$ cat config.mk
export PLATFORM = sky130hd
export DESIGN_NAME = video_timing_gen
export DESIGN_NICKNAME = d
export VERILOG_FILES = /design/src/rtl/video_timing_pkg.sv /design/src/rtl/video_timing_gen.sv
export SDC_FILE = /design/constraint.sdc
export NUM_CORES = 1
export LEC_CHECK = 0
export ABC_AREA = 1
export BUFFER_PORTS_ARGS = -buffer_cell sky130_fd_sc_hd__buf_2
export CORE_MARGIN = 2
export CORE_UTILIZATION = 60
export DETAILED_ROUTE_END_ITERATION = 10
export PLACE_DENSITY = 0.78
export SLEW_MARGIN = 0
export SYNTH_ARGS = -nofsm -noshare
export SYNTH_HDL_FRONTEND = slang
export SYNTH_SLANG_ARGS = --single-unit
$ cat constraint.sdc
create_clock -name PCLK_i -period 7.75 [get_ports PCLK_i]
set_input_delay 0.775 -clock PCLK_i [delete_from_list [all_inputs] [get_ports PCLK_i]]
set_output_delay 0.775 -clock PCLK_i [all_outputs]
set_load 0.03 [all_outputs]
$ cat src/rtl/video_timing_pkg.sv
// Shared config-word layout for the video timing generator and capture frontend.
// unpack_cfg turns the three packed config words into one struct of timing fields.
package video_timing_pkg;

   localparam int H_TOTAL_LSB      = 0;
   localparam int H_ACTIVE_LSB     = 12;
   localparam int H_SYNCLEN_LSB    = 24;
   localparam int H_BACKPORCH_LSB  = 0;
   localparam int V_TOTAL_LSB      = 9;
   localparam int V_ACTIVE_LSB     = 20;
   localparam int INTERLACED_BIT   = 31;
   localparam int V_SYNCLEN_LSB    = 0;
   localparam int V_BACKPORCH_LSB  = 4;
   localparam int V_LOCK_LINE_LSB  = 13;
   localparam int FRAMELOCK_EN_BIT = 24;

   localparam logic FID_ODD  = 1'b1;
   localparam logic FID_EVEN = 1'b0;

   typedef struct packed {
      logic [11:0] h_total;
      logic [11:0] h_active;
      logic [7:0]  h_synclen;
      logic [8:0]  h_backporch;
      logic [10:0] v_total;
      logic [10:0] v_active;
      logic        interlaced;
      logic [3:0]  v_synclen;
      logic [8:0]  v_backporch;
      logic [10:0] v_lock_line;
      logic        framelock_en;
   } vt_cfg_t;

   function automatic vt_cfg_t unpack_cfg(input logic [31:0] cfg1,
                                          input logic [31:0] cfg2,
                                          input logic [31:0] cfg3);
      vt_cfg_t c;
      c.h_total      = cfg1[H_TOTAL_LSB +: 12];
      c.h_active     = cfg1[H_ACTIVE_LSB +: 12];
      c.h_synclen    = cfg1[H_SYNCLEN_LSB +: 8];
      c.h_backporch  = cfg2[H_BACKPORCH_LSB +: 9];
      c.v_total      = cfg2[V_TOTAL_LSB +: 11];
      c.v_active     = cfg2[V_ACTIVE_LSB +: 11];
      c.interlaced   = cfg2[INTERLACED_BIT];
      c.v_synclen    = cfg3[V_SYNCLEN_LSB +: 4];
      c.v_backporch  = cfg3[V_BACKPORCH_LSB +: 9];
      c.v_lock_line  = cfg3[V_LOCK_LINE_LSB +: 11];
      c.framelock_en = cfg3[FRAMELOCK_EN_BIT];
      return c;
   endfunction

endpackage

$ cat src/rtl/video_timing_gen.sv
// Programmable video timing generator: H/V counters with field tracking and frame
// lock, plus registered sync/DE/coordinate decode from shadowed configuration.
module video_timing_gen
   import video_timing_pkg::*;
(
   input  logic        PCLK_i,
   input  logic        reset,
   input  logic [31:0] hv_out_config,
   input  logic [31:0] hv_out_config2,
   input  logic [31:0] hv_out_config3,
   input  logic        vlock_i,
   output logic        HSYNC_o,
   output logic        VSYNC_o,
   output logic        DE_o,
   output logic        FID_o,
   output logic [10:0] xpos_o,
   output logic [10:0] ypos_o,
   output logic        sof_o
);

   vt_cfg_t     cfg_q, cfg_d;
   logic [11:0] h_cnt_q, h_cnt_d;
   logic [10:0] v_cnt_q, v_cnt_d;
   logic        fid_q, fid_d;

   logic        hsync_q, hsync_d;
   logic        vsync_q, vsync_d;
   logic        de_q, de_d;
   logic        fid_out_q, fid_out_d;
   logic        sof_q, sof_d;
   logic [10:0] xpos_q, xpos_d;
   logic [10:0] ypos_q, ypos_d;

   logic        lock;
   logic        h_wrap;
   logic        v_last;
   logic        reload;
   logic [11:0] field_lines;

   logic        unused_cfg3_bits;
   assign unused_cfg3_bits = ^hv_out_config3[31:25];

   // Counter next-state; the >= compares keep the counters bounded if totals shrink.
   always_comb begin
      lock        = cfg_q.framelock_en & vlock_i;
      h_wrap      = h_cnt_q >= (cfg_q.h_total - 12'd1);
      field_lines = {1'b0, cfg_q.v_total};
      if (cfg_q.interlaced) begin
         if (fid_q == FID_ODD) field_lines = ({1'b0, cfg_q.v_total} + 12'd1) >> 1;
         else                  field_lines = {1'b0, cfg_q.v_total} >> 1;
      end
      v_last  = {1'b0, v_cnt_q} >= (field_lines - 12'd1);

      h_cnt_d = h_cnt_q + 12'd1;
      v_cnt_d = v_cnt_q;
      fid_d   = fid_q;
      reload  = 1'b0;
      if (lock) begin
         h_cnt_d = 12'd0;
         v_cnt_d = cfg_q.v_lock_line;
         fid_d   = FID_ODD;
      end else if (h_wrap) begin
         h_cnt_d = 12'd0;
         if (v_last) begin
            v_cnt_d = 11'd0;
            fid_d   = cfg_q.interlaced ? ~fid_q : FID_ODD;
            reload  = (fid_d == FID_ODD);
         end else begin
            v_cnt_d = v_cnt_q + 11'd1;
         end
      end

      cfg_d = cfg_q;
      if (reset || reload) cfg_d = unpack_cfg(hv_out_config, hv_out_config2, hv_out_config3);
   end

   logic [11:0] h_half;
   logic [10:0] v_sync_end;
   logic [12:0] h_de_start, h_de_end;
   logic [11:0] v_de_start, v_de_end;

   // Output decode; EVEN interlaced fields shift the vsync edges by half a line.
   always_comb begin
      h_half     = cfg_q.h_total >> 1;
      v_sync_end = {7'd0, cfg_q.v_synclen};
      h_de_start = {5'd0, cfg_q.h_synclen} + {4'd0, cfg_q.h_backporch};
      h_de_end   = h_de_start + {1'b0, cfg_q.h_active};
      v_de_start = {8'd0, cfg_q.v_synclen} + {3'd0, cfg_q.v_backporch};
      v_de_end   = v_de_start + {1'b0, cfg_q.v_active};

      hsync_d = ~(h_cnt_q < {4'd0, cfg_q.h_synclen});
      if (fid_q == FID_ODD) begin
         vsync_d = ~(v_cnt_q < v_sync_end);
      end else begin
         vsync_d = ~(((v_cnt_q != 11'd0) || (h_cnt_q >= h_half)) &&
                     ((v_cnt_q < v_sync_end) || ((v_cnt_q == v_sync_end) && (h_cnt_q < h_half))));
      end

      de_d = ({1'b0, h_cnt_q} >= h_de_start) && ({1'b0, h_cnt_q} < h_de_end) &&
             ({1'b0, v_cnt_q} >= v_de_start) && ({1'b0, v_cnt_q} < v_de_end);

      xpos_d    = h_cnt_q[10:0] - {3'd0, cfg_q.h_synclen} - {2'd0, cfg_q.h_backporch};
      ypos_d    = v_cnt_q - {7'd0, cfg_q.v_synclen} - {2'd0, cfg_q.v_backporch};
      fid_out_d = fid_q;
      sof_d     = (h_cnt_q == 12'd0) && (v_cnt_q == 11'd0) && (fid_q == FID_ODD);
   end

   always_ff @(posedge PCLK_i) begin
      cfg_q <= cfg_d;
      if (reset) begin
         h_cnt_q   <= 12'd0;
         v_cnt_q   <= 11'd0;
         fid_q     <= FID_ODD;
         hsync_q   <= 1'b1;
         vsync_q   <= 1'b1;
         de_q      <= 1'b0;
         fid_out_q <= FID_ODD;
         sof_q     <= 1'b0;
         xpos_q    <= 11'd0;
         ypos_q    <= 11'd0;
      end else begin
         h_cnt_q   <= h_cnt_d;
         v_cnt_q   <= v_cnt_d;
         fid_q     <= fid_d;
         hsync_q   <= hsync_d;
         vsync_q   <= vsync_d;
         de_q      <= de_d;
         fid_out_q <= fid_out_d;
         sof_q     <= sof_d;
         xpos_q    <= xpos_d;
         ypos_q    <= ypos_d;
      end
   end

   assign HSYNC_o = hsync_q;
   assign VSYNC_o = vsync_q;
   assign DE_o    = de_q;
   assign FID_o   = fid_out_q;
   assign xpos_o  = xpos_q;
   assign ypos_o  = ypos_q;
   assign sof_o   = sof_q;

endmodule

==> results of run 1 <==
synthesized netlist by cell type (3+ instances only):
cell type,count,area [µm²]
inv_1,177,664.4
ha_1,169,2115
nand2_1,154,578.1
a21oi_1,106,530.5
edfxtp_1,89,2673
nor2_1,80,300.3
dfxtp_1,51,1021
nand3_1,48,240.2
o21ai_0,47,235.2
xor2_1,45,394.1
nor3_1,23,115.1
nand4_1,18,112.6
fa_1,16,320.3
xnor2_1,15,131.4
nand3_2,14,140.1
a22oi_1,11,82.58
a21oi_2,10,87.58
o211ai_1,7,52.55
o21bai_1,7,52.55
buf_6,6,67.56
nor4_1,6,37.54
o21ai_1,6,30.03
inv_2,5,18.77
nand2_2,5,31.28
nand3b_1,5,37.54
o2111ai_1,5,43.79
a21o_1,3,22.52
nor2_4,3,33.78
nor3b_1,3,22.52
cell families (layout without fill, tap and decap cells):
group | after synthesis | after routing | synth area share
buf+inv | 195 | 336 | 0.07568
simple gates | 367 | 367 | 0.1661
flops | 140 | 140 | 0.3529
fa+ha+maj | 185 | 185 | 0.2327
xor+xnor | 60 | 60 | 0.05022
compound gates | 219 | 219 | 0.1224
placed cells by master (no fill, tap or decap), types with 3 or more instances in the layout:
master / Yosys / routed
inv_2: 5 / 5
nand2_2: 5 / 5
nand3_2: 14 / 14
a21o_1: 3 / 3
inv_8: 0 / 3
nor2_1: 80 / 80
nand4_1: 18 / 18
ha_1: 169 / 169
xnor2_1: 15 / 15
o21ai_1: 6 / 5
nor2_4: 3 / 3
nor4_1: 6 / 6
dfxtp_1: 51 / 51
inv_1: 177 / 177
xor2_1: 45 / 45
nand3_1: 48 / 48
a22oi_1: 11 / 11
o21bai_1: 7 / 7
clkinv_4: 1 / 4
a21oi_1: 106 / 106
clkbuf_16: 0 / 17
o211ai_1: 7 / 7
nor3_1: 23 / 23
inv_6: 0 / 6
nand3b_1: 5 / 5
nor3b_1: 3 / 3
fa_1: 16 / 16
o21ai_0: 47 / 47
o2111ai_1: 5 / 5
buf_2: 0 / 118
edfxtp_1: 89 / 89
nand2_1: 154 / 154
a21oi_2: 10 / 10
sequential cells by signal, indices dropped and copies added, names as in the netlist:
| register | flops |
|---|---|
| xpos_o | 11 |
| cfg_q | 89 |
| h_cnt_q | 12 |
| FID_o | 1 |
| v_cnt_q | 11 |
| HSYNC_o | 1 |
| sof_o | 1 |
| DE_o | 1 |
| fid_out_d | 1 |
| ypos_o | 11 |
| VSYNC_o | 1 |
final cells by class:
cell class	count	area, µm²
multi-input cells	831	5991
repair buffers	120	605.6
inverters	184	695.7
clock inverters	15	150.1
flip-flops and latches	140	3694
fillers	1352	5334
well taps	225	281.5
clock buffers	17	425.4
worst max-delay path by stage:
stage / startpoint / to / slack [ps] / cells after the start
final: cfg_q[25] / cfg_q[78] / 2690 / 21
after floorplan: cfg_q[37] / cfg_q[0] / 690 / 20
after detailed placement: cfg_q[25] / cfg_q[0] / 2700 / 21
after CTS: cfg_q[25] / cfg_q[79] / 2690 / 21
after global placement: cfg_q[25] / cfg_q[0] / 2830 / 21
after global routing: cfg_q[25] / cfg_q[0] / 2270 / 22
critical path, delay by kind of cell, from the launching register on:
kind	cells	cell delay [ps]
adder cells (fa/ha/maj)	1	280
XOR/XNOR	1	150
AO/OA/AOI/OAI	3	1390
buffers and inverters	5	1070
flip-flops	1	750
AND/OR/NAND/NOR	11	1010
power by group through the flow:
| stage | clock [µW] | combinational, µW | sequential (µW) |
|---|---|---|---|
| 2_1_floorplan | 0 | 427 | 937 |
| 3_3_place_gp | 0 | 593 | 904 |
| 3_5_place_dp | 0 | 615 | 904 |
| 4_1_cts | 808 | 625 | 889 |
| 5_1_grt | 834 | 710 | 895 |
| 6_report | 799 | 625 | 890 |
layer usage:
metal | vias to the layer above | track usage | wire length, µm | share of wire
met5 | - | 0 | 0 | 0
met4 | 0 | 0.09317 | 469 | 0.020
li1 | 4226 | - | - | -
met2 | 233 | 0.4492 | 11200 | 0.48
met3 | 38 | 0.04549 | 1426 | 0.061
met1 | 3904 | 0.3269 | 10240 | 0.44
metrics by stage:
stage	hold slack (ps)	instances	total power, µW
6_report	478.5	1532	2313
3_5_place_dp	470.0	1500	1519
3_3_place_gp	440.0	1500	1497
2_1_floorplan	428.7	1166	1363
4_1_cts	481.9	1532	2322
5_1_grt	495.1	1532	2439
==> results.yml, run 1 <==
worst_setup_path:
  rr_startpoint: "cfg_q[25]"
  critPathSlowestCell: "o21ai_4"
  regToRegSetupSlack_ps: 2690
  crit_path_start_kind: "flop"
  path_common_cell: "nand2_1"
  ff2ff_path_depth: 21
  arrival_ps: 5130
  r2r_end: "cfg_q[78]"
  slowest_delay_ps: 1010
  end_kind: "flop"
  criticalPathCategory: "flop to flop"
  cp_data_required_time_ps: 7820
  crit_fanout: 51
  crit_chain: "inv_2 > nand2_1 > o21ai_1 > inv_2 > nand2_4 > nor2_8 > nand3_4 > nor2_4 > xor2_1 > inv_1 > ha_1 > inv_1 > o31a_1 > nand2_1 > nand2_1 > nand2_1 > nand2_1 > nand2_1 > nand4_1 > o21ai_4 > buf_4"
worst_hold_path:
  min_to: "h_cnt_q[0]"
  min-delay-path-class: "flop to flop"
  min_from: "h_cnt_q[0]"
  min_path_cells: 1
pwr:
  clkPwrFrac: 0.345
  p_seq_frac: 0.385
  leakagePower_uw: 0.005657
  intPower_uw: 1513
  p_sw_uw: 800.5
  power.density_nw_per_um2: 195.3
  swShare: 0.3460
  ir_worst_vdd_mv: 0.1815
  pwr-share-comb: 0.270
timing:
  setup_viol: 0
  fmax_mhz: 197.6
  hold_violations: 0
  fin_crit_ps: 5060
  skew_ps: 13.74
  fin_crit_sh: 0.6529
  slew_violations: 0
  worst_slew_pin_slew_ps: 1236
  rsz0062_at_grt: "no"
  setup_tns_ps: 0
  fin_ws_ps: 2690
  slew_headroom: 0.1728
run:
  max_cap_viol_count: 0
logic_synthesis:
  synth_ff_type: "edfxtp_1"
  postSynthNetCount: 1450
  synth_seq_area_share: 0.3529
  synth_edf_count: 89
  yosysWarnings: 0
  synthArstFlopShare: 0
  synth_seq_cells: 140
  syn_area_um2: 10470
  yosysUniqueCellTypes: 51
  avgSynthCellArea_um2: 8.975
  synthCells: 1166
die:
  core_area_um2: 17180
  boundaryPins: 126
  fp.dieW_um: 136.1
  start_util: 0.6093
  die-area_um2: 18510
  rows: 48
  die_h_um: 136.1
cts:
  root_buffer: "clkbuf_16"
  insertion_delay_ps: 440
  cts_buffers: 17
  ctsHtreeMaxLevel: 4
  clock_path_buffers: 2
  postCtsHoldBufs: 0
  post_cts_buffers: 0
  cts_tree: "yes"
  cts.sinks: 140
  path_clk_slew_ps: 70
  postCtsResizedCells: 0
grt:
  grt.total_usage: 0.2600
  grt_pass1_vias: 8283
  grt_max_degree: 52
  overflow: 0
  grt_first_pass_wirelength_mm: 37.63
  antenna_found_initial: 0
placement:
  gp_congestion: 0.9110
  place_area_um2: 11270
  pre_cts_slack_ps: 2701
  port_buffers: 118
  dp_hpwl_mm: 17.87
cells_and_area:
  final_area_um2: 11840
  nets: 1578
  drive_gt1_frac: 0.1538
  syn2layout_area_growth_pct: 13.16
  postLayoutCoreUtil: 0.6895
  antenna_cells: 0
route:
  drt_iter0_drc: 599
  drcViolationCount: 0
  via_per_inst: 5.484
  routed_wl_mm: 23.33
  drt_pass1_iterations: 5
  ant_nets: 0
  via_count: 8401
  routedWlPerCell_um: 15.23
status:
  outcome: "finished clean"
Power figures use the tool's default switching activity.
==> run 2: changes to the inputs <==
Settings changed: CORE_UTILIZATION 60 to 54, PLACE_DENSITY 0.78 to 0.74.
Clock period 7.75 ns to 4.2 ns, I/O delays scaled along.
==> results.yml, run 2 (same netlist as run 1, synthesis figures left out) <==
status:
  outcome: "finished clean"
cells_and_area:
  layout_commonest_cell: "inv_1"
  largest_register_ffs: 89
  fill_cells: 1582
  top_regs: "cfg_q (89), h_cnt_q (12)"
  drive_gt1_frac: 0.1659
  regArea_um2: 3694
  antenna_cells: 0
  syn2layout_area_growth_pct: 14.89
  top_register: "cfg_q"
  final_cell_mix: "177 x inv_1, 167 x ha_1, 153 x nand2_1, 118 x buf_2, 104 x a21oi_1"
  nets: 1585
  multi_input_area_um2: 6046
worst_setup_path:
  cp_data_required_time_ps: 4530
  critPathSlowestCell: "edfxtp_1"
  rr_startpoint: "cfg_q[57]"
  critPathTopFamily: "adder cells"
  path_common_cell: "nand2_1"
  worst-path-buf-inv: 2
  end_kind: "flop"
  arrival_ps: 4250
  cp-startpoint: "cfg_q[57]"
  crit_chain: "ha_2 > fa_1 > nand3_1 > nand3_2 > a21oi_2 > o21bai_1 > a21oi_1 > o21bai_1 > xnor2_1 > inv_1 > ha_4 > nand2_1 > o21ai_2 > nand2_1 > nand2_1 > nand2_1 > xor2_1 > ha_1 > inv_1 > nor2_1 > nand3_1 > nand3b_1 > nand3_1 > nor2_1"
  crit_fanout: 4
  slowest_delay_ps: 460
  crit_path_start_kind: "flop"
  criticalPathCategory: "flop to flop"
route:
  drt_iter0_drc: 566
  drt_pass1_iterations: 5
  ant_nets: 0
  via_count: 8331
  routed_wl_mm: 23.05
  routedWlPerCell_um: 14.64
  drcViolationCount: 0
  via_per_inst: 5.293
worst_hold_path:
  min-delay-path-class: "primary input to flop"
  min_from: "hv_out_config3[19]"
timing:
  worst_slew_pin_slew_ps: 727.3
  skew_ps: 17.88
  fin_crit_ps: 3920
  setup_viol: 0
  setup_tns_ps: 0
  final.hold.worst_slack_ps: 142.0
  hold_violations: 0
  fmax_mhz: 255.1
  fin_ws_ps: 280.4
  fin_crit_sh: 0.9332
  slew_headroom: 0.5146
  slew_violations: 0
pwr:
  intPower_uw: 2822
  p_sw_uw: 1489
  swShare: 0.3453
  p_seq_frac: 0.379
  clkPwrFrac: 0.346
  pwr-share-comb: 0.274
  ir_worst_vdd_mv: 0.2965
  leakagePower_uw: 0.005711
  power.density_nw_per_um2: 358.6
cts:
  insertion_delay_ps: 450
  ctsHtreeMaxLevel: 4
  cts_tree: "yes"
  cts.sinks: 140
  path_clk_slew_ps: 70
  root_buffer: "clkbuf_16"
  cts_buffers: 17
  clock_path_buffers: 2
  postCtsHoldBufs: 0
grt:
  grt.total_usage: 0.2327
  overflow: 0
  grt_pass1_vias: 8101
  antenna_found_initial: 0
  grt_first_pass_wirelength_mm: 37.28
  grt_max_degree: 53
die:
  die_h_um: 143.2
  die-area_um2: 20510
  fp.dieW_um: 143.2
  rows: 50
  core_area_um2: 18830
  boundaryPins: 126
  start_util: 0.5557
placement:
  dp_hpwl_mm: 17.96
  port_buffers: 118
  gp_congestion: 0.9054
  pre_cts_slack_ps: 130.8
run:
  max_cap_viol_count: 0
## run 2: final cells by class
class                      instances  share of cell area
clock buffer                      18             0.03653
multi-input combinational        831              0.5029
clock inverter                    14             0.01166
inverter                         184             0.05786
tap                              260             0.02706
timing repair buffer             127             0.05682
sequential                       140              0.3072
## run 2: path summary, 6_finish.rpt
check	endpoint	slack (ps)	cells after the start
setup / recovery	DE_o	280	24
hold / removal	cfg_q[7]	140	1
setup reg to reg	DE_o	280	24
hold reg to reg	h_cnt_q[0]	460	1
## run 2: stage by stage
step                total power [µW]  instance area (µm²)  utilization  std cells
global route                    4559                12020       0.6385       1574
global placement                2778                11350       0.6029       1537
detailed placement              2809                11350       0.6029       1537
finish                          4311                12020       0.6385       1574
floorplan                       2512                10480            -       1166
CTS                             4308                11930       0.6337       1569
## run 2: power by group through the flow
stage / Sequential (µW) / Combinational, µW / Clock (µW)
floorplan: 1720 / 789 / 0
global placement: 1660 / 1110 / 0
detailed placement: 1670 / 1140 / 0
CTS: 1640 / 1160 / 1510
global route: 1650 / 1350 / 1560
finish: 1640 / 1180 / 1490
## run 2: layer usage
layer / up-vias / part of all wire / track usage
met5: - / 0 / 0
met4: 0 / 0.023 / 0.07585
met3: 45 / 0.056 / 0.04963
met2: 217 / 0.47 / 0.3898
met1: 3820 / 0.45 / 0.3007
li1: 4249 / - / -
## run 2: timing repair
item	CTS	global route
gates resized for setup	0	11
endpoints found under the setup margin	0	1
setup buffers	0	5
==> run 3: changes to the inputs <==
Settings changed: CORE_UTILIZATION 54 to 47, PLACE_DENSITY 0.74 to 0.65.
==> results.yml, run 3 (same netlist as run 1, synthesis figures left out) <==
pwr:
  power.density_nw_per_um2: 359.6
  p_total_uw: 4333
  leakagePower_uw: 0.005702
  ir_worst_vdd_mv: 0.2724
route:
  routedWlPerCell_um: 14.94
  via_count: 8278
  wl_met1_mm: 10.95
  ant_nets: 0
  drcViolationCount: 0
  drt_pass1_iterations: 5
  topRoutingLayerUsed: "met5"
  drt_iter0_drc: 423
  routed_wl_mm: 23.81
  via_per_inst: 5.193
  wl_met3_mm: 1.118
  met2_length_mm: 11.38
run:
  max_cap_viol_count: 0
timing:
  worst_slew_pin_slew_ps: 742.8
  setup_tns_ps: 0
  slew_headroom: 0.5043
  fmax_mhz: 257.1
  fin_ws_ps: 310.4
  slew_violations: 0
  setup_viol: 0
  skew_ps: 11.77
  fin_crit_sh: 0.9261
  fin_crit_ps: 3890
  hold_violations: 0
  final.hold.worst_slack_ps: 148.9
worst_setup_path:
  slowest_delay_ps: 440
  ff2ff_path_depth: 24
  rr_startpoint: "cfg_q[48]"
  crit_fanout: 4
  end_kind: "flop"
  crit_chain: "ha_2 > fa_2 > nand3_1 > nand3_1 > a21oi_2 > o21bai_1 > a21oi_1 > o21bai_1 > xnor2_1 > inv_1 > ha_4 > nand2_1 > o21ai_2 > nand2_1 > nand2_1 > nand2_1 > xor2_1 > ha_1 > inv_1 > nor2_1 > nand3_1 > nand3b_1 > nand3_1 > nor2_1"
  critPathSlowestCell: "edfxtp_1"
  crit_path_start_kind: "flop"
  arrival_ps: 4220
  regToRegSetupSlack_ps: 310
  criticalPathCategory: "flop to flop"
  r2r_end: "DE_o"
  cp_data_required_time_ps: 4530
worst_hold_path:
  min_path_cells: 1
  min-delay-path-class: "primary input to flop"
  min_from: "hv_out_config3[8]"
  min_to: "cfg_q[16]"
grt:
  overflow: 0
  grt_first_pass_wirelength_mm: 38.75
  grt_max_degree: 68
  antenna_found_initial: 1
  grt_pass1_vias: 8149
  grt.total_usage: 0.2063
placement:
  pre_cts_slack_ps: 127.0
  port_buffers: 118
  gp_congestion: 0.8850
  dp_hpwl_mm: 18.38
cts:
  clock_path_buffers: 2
  insertion_delay_ps: 440
  cts_tree: "yes"
  cts.sinks: 140
  path_clk_slew_ps: 70
  ctsHtreeMaxLevel: 4
  cts_buffers: 17
  postCtsHoldBufs: 0
  root_buffer: "clkbuf_16"
die:
  core_area_um2: 21820
  die_h_um: 153.2
  start_util: 0.4795
  rows: 54
  fp.dieW_um: 153.2
  boundaryPins: 126
  die-area_um2: 23480
cells_and_area:
  multi_input_area_um2: 6051
  fill_cells: 1993
  final_cell_mix: "177 x inv_1, 165 x ha_1, 153 x nand2_1, 118 x buf_2, 104 x a21oi_1"
  layout_commonest_cell: "inv_1"
  largest_register_ffs: 89
  regArea_um2: 3694
  top_register: "cfg_q"
  antenna_cells: 0
  postLayoutCoreUtil: 0.5522
  nets: 1585
  drive_gt1_frac: 0.1667
  syn2layout_area_growth_pct: 15.15
  top_regs: "cfg_q (89), h_cnt_q (12)"
status:
  outcome: "finished clean"
## run 3: critical path, delay by kind of cell, from the launching register on
kind | cells | cell delay (ps)
AOI/OAI and AO/OA | 5 | 700
xor gates and xnor gates | 2 | 370
adders and majority gates | 4 | 1170
buffers and inverters | 2 | 160
DFF | 1 | 440
and+or+nand+nor | 11 | 950
## run 3: layout make-up
| cell class | count | share of cell area |
|---|---|---|
| flip-flops and latches | 140 | 0.3065 |
| clock inverters | 14 | 0.01246 |
| repair buffers | 127 | 0.05565 |
| multi-input cells | 831 | 0.5021 |
| inverters | 184 | 0.05773 |
| well taps | 280 | 0.02907 |
| clock buffers | 18 | 0.03644 |
## run 3: worst max path at each step
stage,to,startpoint
2_1_floorplan,cfg_q[0],cfg_q[38]
3_3_place_gp,DE_o,cfg_q[48]
3_5_place_dp,DE_o,cfg_q[48]
4_1_cts,DE_o,cfg_q[48]
5_1_grt,DE_o,cfg_q[48]
6_report,DE_o,cfg_q[48]
## run 3: per-layer routing
layer,vias up,global-route usage
met5,-,0
met4,2,0.05776
met3,25,0.03629
met2,167,0.3486
met1,3830,0.2725
li1,4254,-
## run 3: metrics by stage
step	cell area, µm²	instances
final	12050	1594
after global placement	11370	1557
after floorplan	10480	1166
after detailed placement	11370	1557
after CTS	11960	1589
after global routing	12050	1594
## run 3: report_power, final
part	switching (µW)	internal, µW	total, µW
combinational	724	452	1180
clock	707	811	1520
sequential	73.4	1570	1640
## run 3: timing repair
action                                  CTS  global route
endpoints found under the setup margin    0             1
resized for setup                         0            11
buffers inserted                          0             5
